File: src/rtl/hgame_pkg.sv
// rtl/hgame_pkg.sv - shared state encoding and result codes for the hunch game referee
package hgame_pkg;

   typedef enum logic [2:0] {
      IDLE  = 3'd0,
      ONE_A = 3'd1,
      ONE_B = 3'd2,
      ONE_C = 3'd3,
      DONE  = 3'd4
   } state_t;

   // Winner masks are ordered {A,B,C}
   localparam logic [2:0] W_NONE = 3'b000;
   localparam logic [2:0] W_A    = 3'b100;
   localparam logic [2:0] W_B    = 3'b010;
   localparam logic [2:0] W_C    = 3'b001;
   localparam logic [2:0] W_AB   = 3'b110;
   localparam logic [2:0] W_AC   = 3'b101;
   localparam logic [2:0] W_BC   = 3'b011;
   localparam logic [2:0] W_DRAW = 3'b111;

   function automatic logic [1:0] count3(input logic [2:0] m);
      return {1'b0, m[2]} + {1'b0, m[1]} + {1'b0, m[0]};
   endfunction

endpackage

File: src/rtl/hgame_judge.sv
// rtl/hgame_judge.sv - combinational next-state and winner decision for one round
module hgame_judge
   import hgame_pkg::*;
(
   input  state_t     state,
   input  logic [2:0] new_mask,
   output state_t     state_next,
   output logic [2:0] winner_next
);

   logic [2:0] first_mask;

   always_comb begin
      state_next  = state;
      winner_next = W_NONE;
      first_mask  = W_NONE;
      case (state)
         IDLE: begin
            case (count3(new_mask))
               2'd1: begin
                  case (new_mask)
                     W_A:     state_next = ONE_A;
                     W_B:     state_next = ONE_B;
                     default: state_next = ONE_C;
                  endcase
               end
               2'd2: begin
                  winner_next = ~new_mask;
                  state_next  = DONE;
               end
               2'd3: begin
                  winner_next = W_DRAW;
                  state_next  = DONE;
               end
               default: state_next = IDLE;
            endcase
         end
         ONE_A, ONE_B, ONE_C: begin
            first_mask = (state == ONE_A) ? W_A : (state == ONE_B) ? W_B : W_C;
            // A lone second presser shares the win; a collision leaves only the first
            case (count3(new_mask))
               2'd1: begin
                  winner_next = first_mask | new_mask;
                  state_next  = DONE;
               end
               2'd2: begin
                  winner_next = first_mask;
                  state_next  = DONE;
               end
               default: state_next = state;
            endcase
         end
         DONE:    state_next = DONE;
         default: state_next = IDLE;
      endcase
   end

endmodule

File: src/rtl/main_fsm.sv
// rtl/main_fsm.sv - three-player hunch game referee; latches the winner mask until reset
module main_fsm
   import hgame_pkg::*;
(
   input  logic       CLK,
   input  logic       RST,
   input  logic       A,
   input  logic       B,
   input  logic       C,
   output logic [2:0] WINNER_DISP
);

   state_t     state;
   state_t     state_next;
   logic [2:0] pressed;
   logic [2:0] new_mask;
   logic [2:0] winner_next;

   // Players who already pressed are masked out, held or re-pressed
   assign new_mask = {A, B, C} & ~pressed;

   hgame_judge u_judge (
      .state       (state),
      .new_mask    (new_mask),
      .state_next  (state_next),
      .winner_next (winner_next)
   );

   always_ff @(posedge CLK or posedge RST) begin
      if (RST) begin
         state       <= IDLE;
         pressed     <= W_NONE;
         WINNER_DISP <= W_NONE;
      end else if (state != DONE) begin
         state       <= state_next;
         pressed     <= pressed | {A, B, C};
         WINNER_DISP <= winner_next;
      end
   end

endmodule

File: config.mk
export PLATFORM = sky130hd
export DESIGN_NAME = main_fsm
export DESIGN_NICKNAME = d
export VERILOG_FILES = /design/src/rtl/hgame_pkg.sv /design/src/rtl/hgame_judge.sv /design/src/rtl/main_fsm.sv
export SDC_FILE = /design/constraint.sdc
export NUM_CORES = 1
export LEC_CHECK = 0
export CORE_AREA = 10 10 47 49
export CTS_CLUSTER_DIAMETER = 80
export DETAILED_ROUTE_END_ITERATION = 8
export DIE_AREA = 0 0 57 59
export PLACE_DENSITY = 0.68
export SLEW_MARGIN = 10
export SYNTH_ARGS = -nofsm -noshare
export SYNTH_HDL_FRONTEND = slang
export SYNTH_HIERARCHICAL = 1
export SYNTH_SLANG_ARGS = --single-unit
File: constraint.sdc
create_clock -name CLK -period 2.4 [get_ports CLK]
set_input_delay 0.48 -clock CLK [delete_from_list [all_inputs] [get_ports CLK]]
set_output_delay 0.48 -clock CLK [all_outputs]
set_load 0.01 [all_outputs]
Yosys cells after proc, flatten, opt, wreduce, memory -nomap -nowiden. Index checks and enable logic that the tools add are counted.

Bits in registers: 9. Bits in latches: 0. RAM bits: 0. Memory bits (read-only): 0. Bits of input ports: 5. Memories kept: 0.

$add $sub $neg: 2. Multipliers: 0. Div/mod/pow operators: 0. Order comparisons: 0. Eq/ne operators: 11. Shift operators: 0. Multiplexer cells: 9. Bitwise logic cells: 5. Reductions and logical operators: 5.

Operators with widths (number): case mux 3 bit (2 select lines) (4); equality test 3 x 2 -> 1 bit (second input constant) (3); case mux 3 bit (3 select lines) (1); equality test 3 bit (second input constant) (2); two-way mux 3 bit (2); NOT 3 bit (2); bitwise OR 3 bit (2); equality test 2 bit (second input constant) (2); case mux 2 bit (2 select lines) (1); OR reduction 2 bit (2); AND 3 bit (1); equality test 3 x 1 -> 1 bit (second input constant) (1); zero test 3 bit (1); inequality test 3 bit (second input constant) (1); OR reduction 3 bit (1); adder 1 x 1 -> 2 bit (1); adder 2 x 1 -> 2 bit (1); equality test 2 x 1 -> 1 bit (second input constant) (1); two-way mux 2 bit (1); inequality test 2 bit (second input constant) (1); AND reduction 2 bit (1).

Longest topological paths before layout. Gate-level depths: netlist of run 1.

Word-level depth: 8. Mapped depth: 8.

Modules after synthesis. Netlist of run 1, hierarchy kept.

By module, submodules not included: main_fsm (instances 1, cells each 24, area an instance 361.6 um2, sequential area each 225.2 um2); hgame_judge (instances 1, cells each 39, area an instance 261.5 um2, sequential area each 0.0 um2).

Least setup slack after synthesis of run 1. Ideal clock, no wire load.

Path type: in2reg. Start: in C. End: reg WINNER_DISP[2]. Arrival time: 2.164 ns. Required time: 2.275 ns. Path slack: 0.111 ns. Stages on the path: 7. Path through: nor2b_1 fa_1 ha_1 nor2b_1 o221ai_1 o21ai_0 mux2_4.

Longest elaborated chain between the ends: 5. Elaborated cells on any way between the ends: 8. Classes of those cells: 1 x add/sub; 3 x eq/ne; 3 x mux; 1 x bitwise.

Ends and longest elaborated chain: start: declaration (line main_fsm.sv:9) `input logic C,`; AND 3 bit * (line main_fsm.sv:20) `assign new_mask = {A, B, C} & ~pressed;`; adder 2 x 1 -> 2 bit * (line hgame_pkg.sv:23) `return {1'b0, m[2]} + {1'b0, m[1]} + {1'b0, m[0]};`; equality test 2 bit, or another cell as far along (line hgame_judge.sv:19, hgame_judge.sv:41); case mux 3 bit (2 select lines), on equally long branches (line hgame_judge.sv:41, hgame_judge.sv:19); case mux 3 bit (2 select lines) * (line hgame_judge.sv:17) `case (state)`; via winner_next[2] (line main_fsm.sv:17) `logic [2:0] winner_next;`; end signal: assignment (line main_fsm.sv:37) `WINNER_DISP <= winner_next;`; end: declaration (line main_fsm.sv:10) `output logic [2:0] WINNER_DISP`.

The timed path passes the listed nets; every way through them passes the cells marked *. A chain may end at the register's enable or synchronous reset.

Final worst setup path of run 1.
Start: in B. End: reg state[1].

Longest elaborated chain between the ends: 7. Elaborated cells on any way between the ends: 15. Classes of those cells: 2 x add/sub; 6 x eq/ne; 3 x mux; 1 x bitwise; 3 x reduce/logical.

Ends and longest elaborated chain: start: declaration (line main_fsm.sv:8) `input logic B,`; AND 3 bit * (line main_fsm.sv:20); via new_mask[1] (line main_fsm.sv:16) `logic [2:0] new_mask;`; adder 1 x 1 -> 2 bit (line hgame_pkg.sv:23); adder 2 x 1 -> 2 bit (line hgame_pkg.sv:23); equality test 2 bit (line hgame_judge.sv:19) `case (count3(new_mask))`; OR reduction 2 bit (no line); case mux 3 bit (2 select lines) * (line hgame_judge.sv:19); case mux 3 bit (3 select lines) * (line hgame_judge.sv:17); via state_next[1] (line main_fsm.sv:14) `state_t state_next;`; end signal: assignment (line main_fsm.sv:35) `state <= state_next;`; end: declaration (line main_fsm.sv:13) `state_t state;`.

Marks and branches as above.

==> impl_metrics.json, run 1 <==
{
  "status": "complete, no violations",
  "timing.final.crit_share": 0.928,
  "cts_num_sinks": 9,
  "vdd_drop_max_mv": 0.354,
  "antenna_found_initial": 0,
  "diodes": 0,
  "vias_per_cell": 5.36,
  "end_kind": "register",
  "crit_path_max_fanout": 4,
  "clk_pin_slew_ns": 0.07,
  "max_clock_freq_mhz": 449,
  "maxSlewHeadroom": 0.746,
  "placedCellCount": 92,
  "worstMarginPinSlew_ns": 0.381,
  "drive_gt1_frac": 0.469,
  "yosys.area_share.simple": 0.185,
  "synth_fa_ha_area_frac": 0.112,
  "p_leak_nw": 0.435,
  "track_usage": 0.0887,
  "htreeDepth": 1,
  "netlist_area_um2": 623,
  "synthXorXnorAreaFrac": 0,
  "core-area_um2": 1400,
  "setup_ws_ns": 0.174,
  "clock_latency_ns": 0.26,
  "synth_top_family_by_area": "compound AO/OA/AOI/OAI gates",
  "holdCritPathClass": "in2reg",
  "setup.worst_path.start_class": "primary input",
  "finalClockSkew_ns": 0.00514,
  "hold_buffers": 0,
  "portBuffers": 7,
  "first_pass_iters": 4,
  "die_x_um": 57,
  "yosysSeqAreaShare": 0.361,
  "synth_compound_area_frac": 0.205,
  "wl_per_cell_um": 15.9,
  "numCtsBuffers": 3,
  "pre_cts_ws_ns": -0.484,
  "nets": 92,
  "synthDistinctLibCells": 25,
  "grt_max_degree": 10,
  "root_buffer": "clkbuf_4",
  "synthCells": 63,
  "dp_hpwl_um": 1020,
  "die_y_um": 59,
  "drcViolationCount": 0,
  "crit_type": "in2reg",
  "clockBufferDepth": 2,
  "muxShareOfSynthArea": 0.0723,
  "cellPowerDensity_nw_per_um2": 418,
  "crit_required_ns": 2.60,
  "gr-total-overflow": 0,
  "setup_viol": 0,
  "rows": 14,
  "syn_to_final_growth_pct": 46.4,
  "avgSynthCellArea_um2": 9.89,
  "fin_hold_ws_ns": 0.468,
  "dieArea_um2": 3360,
  "grt_pass1_wl_um": 2450,
  "drt-initial-drc-count": 11,
  "hold_viol_final": 0,
  "dr_total_vias": 520,
  "stdcell_count": 97,
  "synth_seq_cells": 9,
  "boundaryPins": 8,
  "synth_fp_nets": 73,
  "gp_congestion": 0.823,
  "wl_um": 1540,
  "rsz0062_at_grt": "no",
  "finalMaxSlewViolations": 0,
  "arrival_ns": 2.43,
  "ant_nets": 0,
  "synth_warnings": 6,
  "cts_tree": "built",
  "max_cap_viol_count": 0,
  "min_period_ns": 2.23,
  "start_util": 0.445,
  "grt_pass1_vias": 544
}
cells in the mapped netlist, drive strengths merged:
| cell type | count | area share |
|---|---|---|
| nand3 | 1 | 0.0080 |
| a21oi | 5 | 0.040 |
| ha | 4 | 0.080 |
| o22ai | 2 | 0.020 |
| nand2 | 1 | 0.0060 |
| nand2b | 2 | 0.020 |
| nor2 | 5 | 0.030 |
| fa | 1 | 0.032 |
| mux2 | 3 | 0.072 |
| inv | 5 | 0.030 |
| a211oi | 1 | 0.012 |
| or2b | 2 | 0.024 |
| a22oi | 2 | 0.024 |
| o311ai | 1 | 0.014 |
| o21ai | 1 | 0.0080 |
| dfrtp | 9 | 0.36 |
| o221ai | 1 | 0.014 |
| a21o | 4 | 0.056 |
| clkbuf | 2 | 0.016 |
| buf | 1 | 0.018 |
| a311o | 1 | 0.016 |
| or3b | 1 | 0.014 |
| nor3 | 1 | 0.0080 |
| and2 | 2 | 0.024 |
| nor2b | 5 | 0.050 |
flip-flops by register name (all words and copies together) (netlist names):
register	cells
state	3
pressed	3
WINNER_DISP	3
path summary, 6_finish.rpt:
check,startpoint,to,cells past startpoint,slack (ns)
setup reg to reg,pressed[2],WINNER_DISP[0],7,0.28
max in group asynchronous,RST,WINNER_DISP[1],2,1.64
hold reg to reg,WINNER_DISP[2],WINNER_DISP[2],1,0.51
hold / removal,A,pressed[2],2,0.47
setup / recovery,B,state[1],9,0.17
min in group asynchronous,RST,pressed[2],2,0.48
layout by cell type (no fill, tap or decap), types with 2 or more instances in the layout:
cell type        Yosys  routed
nor2_1               5       5
a21oi_2              0       3
clkbuf_4             0       3
ha_4                 0       3
or2b_1               2       2
buf_4                0      10
nand2b_1             2       2
clkdlybuf4s50_1      0       4
a21oi_1              5       2
a22oi_1              2       2
mux2_4               3       3
a21o_2               4       4
dlymetal6s2s_1       0       2
nor2b_4              0       4
inv_1                5       4
dfrtp_1              9       9
through the flow:
step / power, mW / util / area (um2) / TNS (ns)
after floorplan: 0.191 / - / 623 / 0
after global placement: 0.226 / 0.542 / 759 / -2.16
after detailed placement: 0.227 / 0.542 / 759 / -2.31
after CTS: 0.376 / 0.638 / 893 / 0
after global routing: 0.398 / 0.651 / 912 / 0
final: 0.381 / 0.651 / 912 / 0
routing by layer:
| metal | vias to the layer above | GRT usage | routed length [um] | part of all wire |
|---|---|---|---|---|
| met2 | 9 | 0.157 | 779 | 0.50 |
| met3 | 0 | 0.0258 | 45 | 0.029 |
| met5 | - | 0 | 0 | 0 |
| li1 | 255 | - | - | - |
| met1 | 256 | 0.103 | 719 | 0.47 |
| met4 | 0 | 0.0201 | 0 | 0 |
final cells by class:
class                   instances  area [um2]
fillers                       114         489
multi-input cells              46         473
flip-flops and latches          9         225
repair buffers                 17         149
clock buffers                   4        26.3
well taps                      16        20.0
inverters                       5        18.8
power breakdown:
part | internal (mW) | switching, mW | leakage [nW]
Clock | 0.0642 | 0.0603 | 0.0150
Combinational | 0.0583 | 0.0470 | 0.300
Sequential | 0.152 | 0 | 0.121
logic make-up after synthesis:
logic type | Yosys count
AND/OR/NAND/NOR | 20
multiplexers | 3
buffers and inverters | 8
adder cells (fa/ha/maj) | 5
AO/OA/AOI/OAI | 18
flip-flops | 9
timing repair:
action,in CTS,in global routing
endpoints found under the setup margin,5,5
setup buffers,1,0
resized for setup,23,6
pin swaps,3,3
worst max-delay path, cell delays in order:
cell and delay (ns):
dlygate4sd2_1 0.24, nor2b_4 0.13, fa_2 0.64, ha_4 0.17, buf_4 0.10, nand2b_1 0.05, a311o_1 0.34, a21oi_2 0.14
and2_4 0.15
(Power assumes the default switching activity.)
==> run 2, diff against run 1 <==
GPL_TIMING_DRIVEN = 1   (was not set)
TNS_END_PERCENT = 50   (was not set)
==> run 2 against run 1 <==
Against the previous run: worst setup slack improved by 0.099 ns; non-clock buffer count is 1 higher; largest power group unchanged; critical path type unchanged; count of clock-buffer cells in the layout unchanged; worst hold slack worse by 0.0015 ns; first-iteration DRC count up 64%; cell count is 1.0% higher.
==> impl_metrics.json, run 2 (same netlist as run 1, synthesis figures left out) <==
{
  "status": "complete, no violations",
  "track_usage": 0.0883,
  "drcViolationCount": 0,
  "dieArea_um2": 3360,
  "holdCritPathClass": "in2reg",
  "crit_path_max_fanout": 3,
  "grt_max_degree": 10,
  "crit_chain": "dlymetal6s2s_1 -> nor2b_4 -> fa_2 -> inv_2 -> ha_4 -> buf_4 -> a21oi_1 -> o22ai_2 -> mux2_4",
  "placed_area_um2": 759,
  "slowest_stage": "fa_2",
  "drive_gt1_frac": 0.463,
  "root_buffer": "clkbuf_4",
  "multi_input_area_um2": 469,
  "drt-initial-drc-count": 18,
  "hold_buffers": 0,
  "crit_family": "adder cells",
  "cts_tree": "built",
  "numCtsBuffers": 3,
  "max_clock_freq_mhz": 470,
  "vias_per_cell": 5.37,
  "finalClockSkew_ns": 0.00350,
  "end_kind": "register",
  "path_buf_inv": 3,
  "r2r_start": "pressed[0]",
  "dp_hpwl_um": 1020,
  "vdd_drop_max_mv": 0.359,
  "maxSlewHeadroom": 0.746,
  "critPathLaunch": "A",
  "clk_pin_slew_ns": 0.07,
  "min_from": "C",
  "rows": 14,
  "setup_ws_ns": 0.273,
  "layout.cells.most_common_list": "buf_4 (11), dfrtp_1 (9), nor2_1 (5)",
  "clock_latency_ns": 0.27,
  "ant_nets": 0,
  "portBuffers": 7,
  "wl_per_cell_um": 16.4,
  "syn_to_final_growth_pct": 47.6,
  "cts_num_sinks": 9,
  "antenna_found_initial": 0,
  "max_cap_viol_count": 0,
  "crit_type": "in2reg",
  "htreeDepth": 1,
  "seq_area_um2": 225,
  "biggestRegsByFlops": "WINNER_DISP (3), pressed (3), state (3)",
  "setup.worst_path.start_class": "primary input",
  "final_common_cell": "buf_4",
  "die_x_um": 57,
  "p_leak_nw": 0.449,
  "cellPowerDensity_nw_per_um2": 418,
  "diodes": 0,
  "crit_required_ns": 2.55,
  "dr_total_vias": 526,
  "wl_um": 1610,
  "clockBufferDepth": 2,
  "worstMarginPinSlew_ns": 0.380,
  "nets": 93,
  "boundaryPins": 8,
  "die_y_um": 59,
  "grt_pass1_vias": 543,
  "hold_viol_final": 0,
  "timing.final.crit_share": 0.886,
  "gr-total-overflow": 0,
  "rsz0062_at_grt": "no",
  "grt_pass1_wl_um": 2410,
  "total_power_mw": 0.384,
  "arrival_ns": 2.28,
  "post-route-util": 0.656,
  "finalMaxSlewViolations": 0,
  "core-area_um2": 1400,
  "setup_viol": 0,
  "pre_cts_ws_ns": -0.484,
  "fin_hold_ws_ns": 0.466,
  "gp_congestion": 0.823,
  "final_cell_area_um2": 920,
  "max_stage_delay_ns": 0.65,
  "start_util": 0.445,
  "min_period_ns": 2.13,
  "n_fill_cell": 110,
  "first_pass_iters": 4
}
run 2: path summary, 6_finish.rpt:
path / depth (start not counted) / endpoint / slack [ns]
setup / recovery: 9 / WINNER_DISP[1] / 0.27
hold / removal: 2 / pressed[0] / 0.47
setup reg to reg: 7 / WINNER_DISP[1] / 0.29
hold reg to reg: 1 / WINNER_DISP[2] / 0.51
max in group asynchronous: 2 / WINNER_DISP[1] / 1.65
min in group asynchronous: 2 / pressed[2] / 0.48
run 2: area by class of cell:
| cell class | count | share of cell area |
|---|---|---|
| Tap cell | 16 | 0.0218 |
| Multi-Input combinational cell | 46 | 0.510 |
| Clock buffer | 4 | 0.0286 |
| Sequential cell | 9 | 0.245 |
| Inverter | 5 | 0.0204 |
| Timing Repair Buffer | 18 | 0.174 |
run 2: report_power, final:
group	internal [mW]	leakage, nW	switching, mW
clock	0.0643	0.0150	0.0620
sequential	0.152	0.121	0
combinational	0.0591	0.313	0.0476
run 2: routing by layer:
layer  wire length [um]  vias to the layer above  global-route usage
met3                 74                        0              0.0258
met1                687                      252               0.103
met5                  0                        -                   0
met2                843                       17               0.150
li1                   -                      257                   -
met4                  0                        0              0.0302
run 2: repair_timing:
item                       4_1_cts  5_1_grt
resized for setup               19        9
setup buffers                    1        1
setup endpoints to repair        5        5
cloned                           0        0
pin swaps                        3        5
run 2: stage by stage:
stage / TNS, ns / instances
global route: 0 / 98
floorplan: 0 / 63
global placement: -2.16 / 92
detailed placement: -2.31 / 92
CTS: -0.0114 / 97
finish: 0 / 98
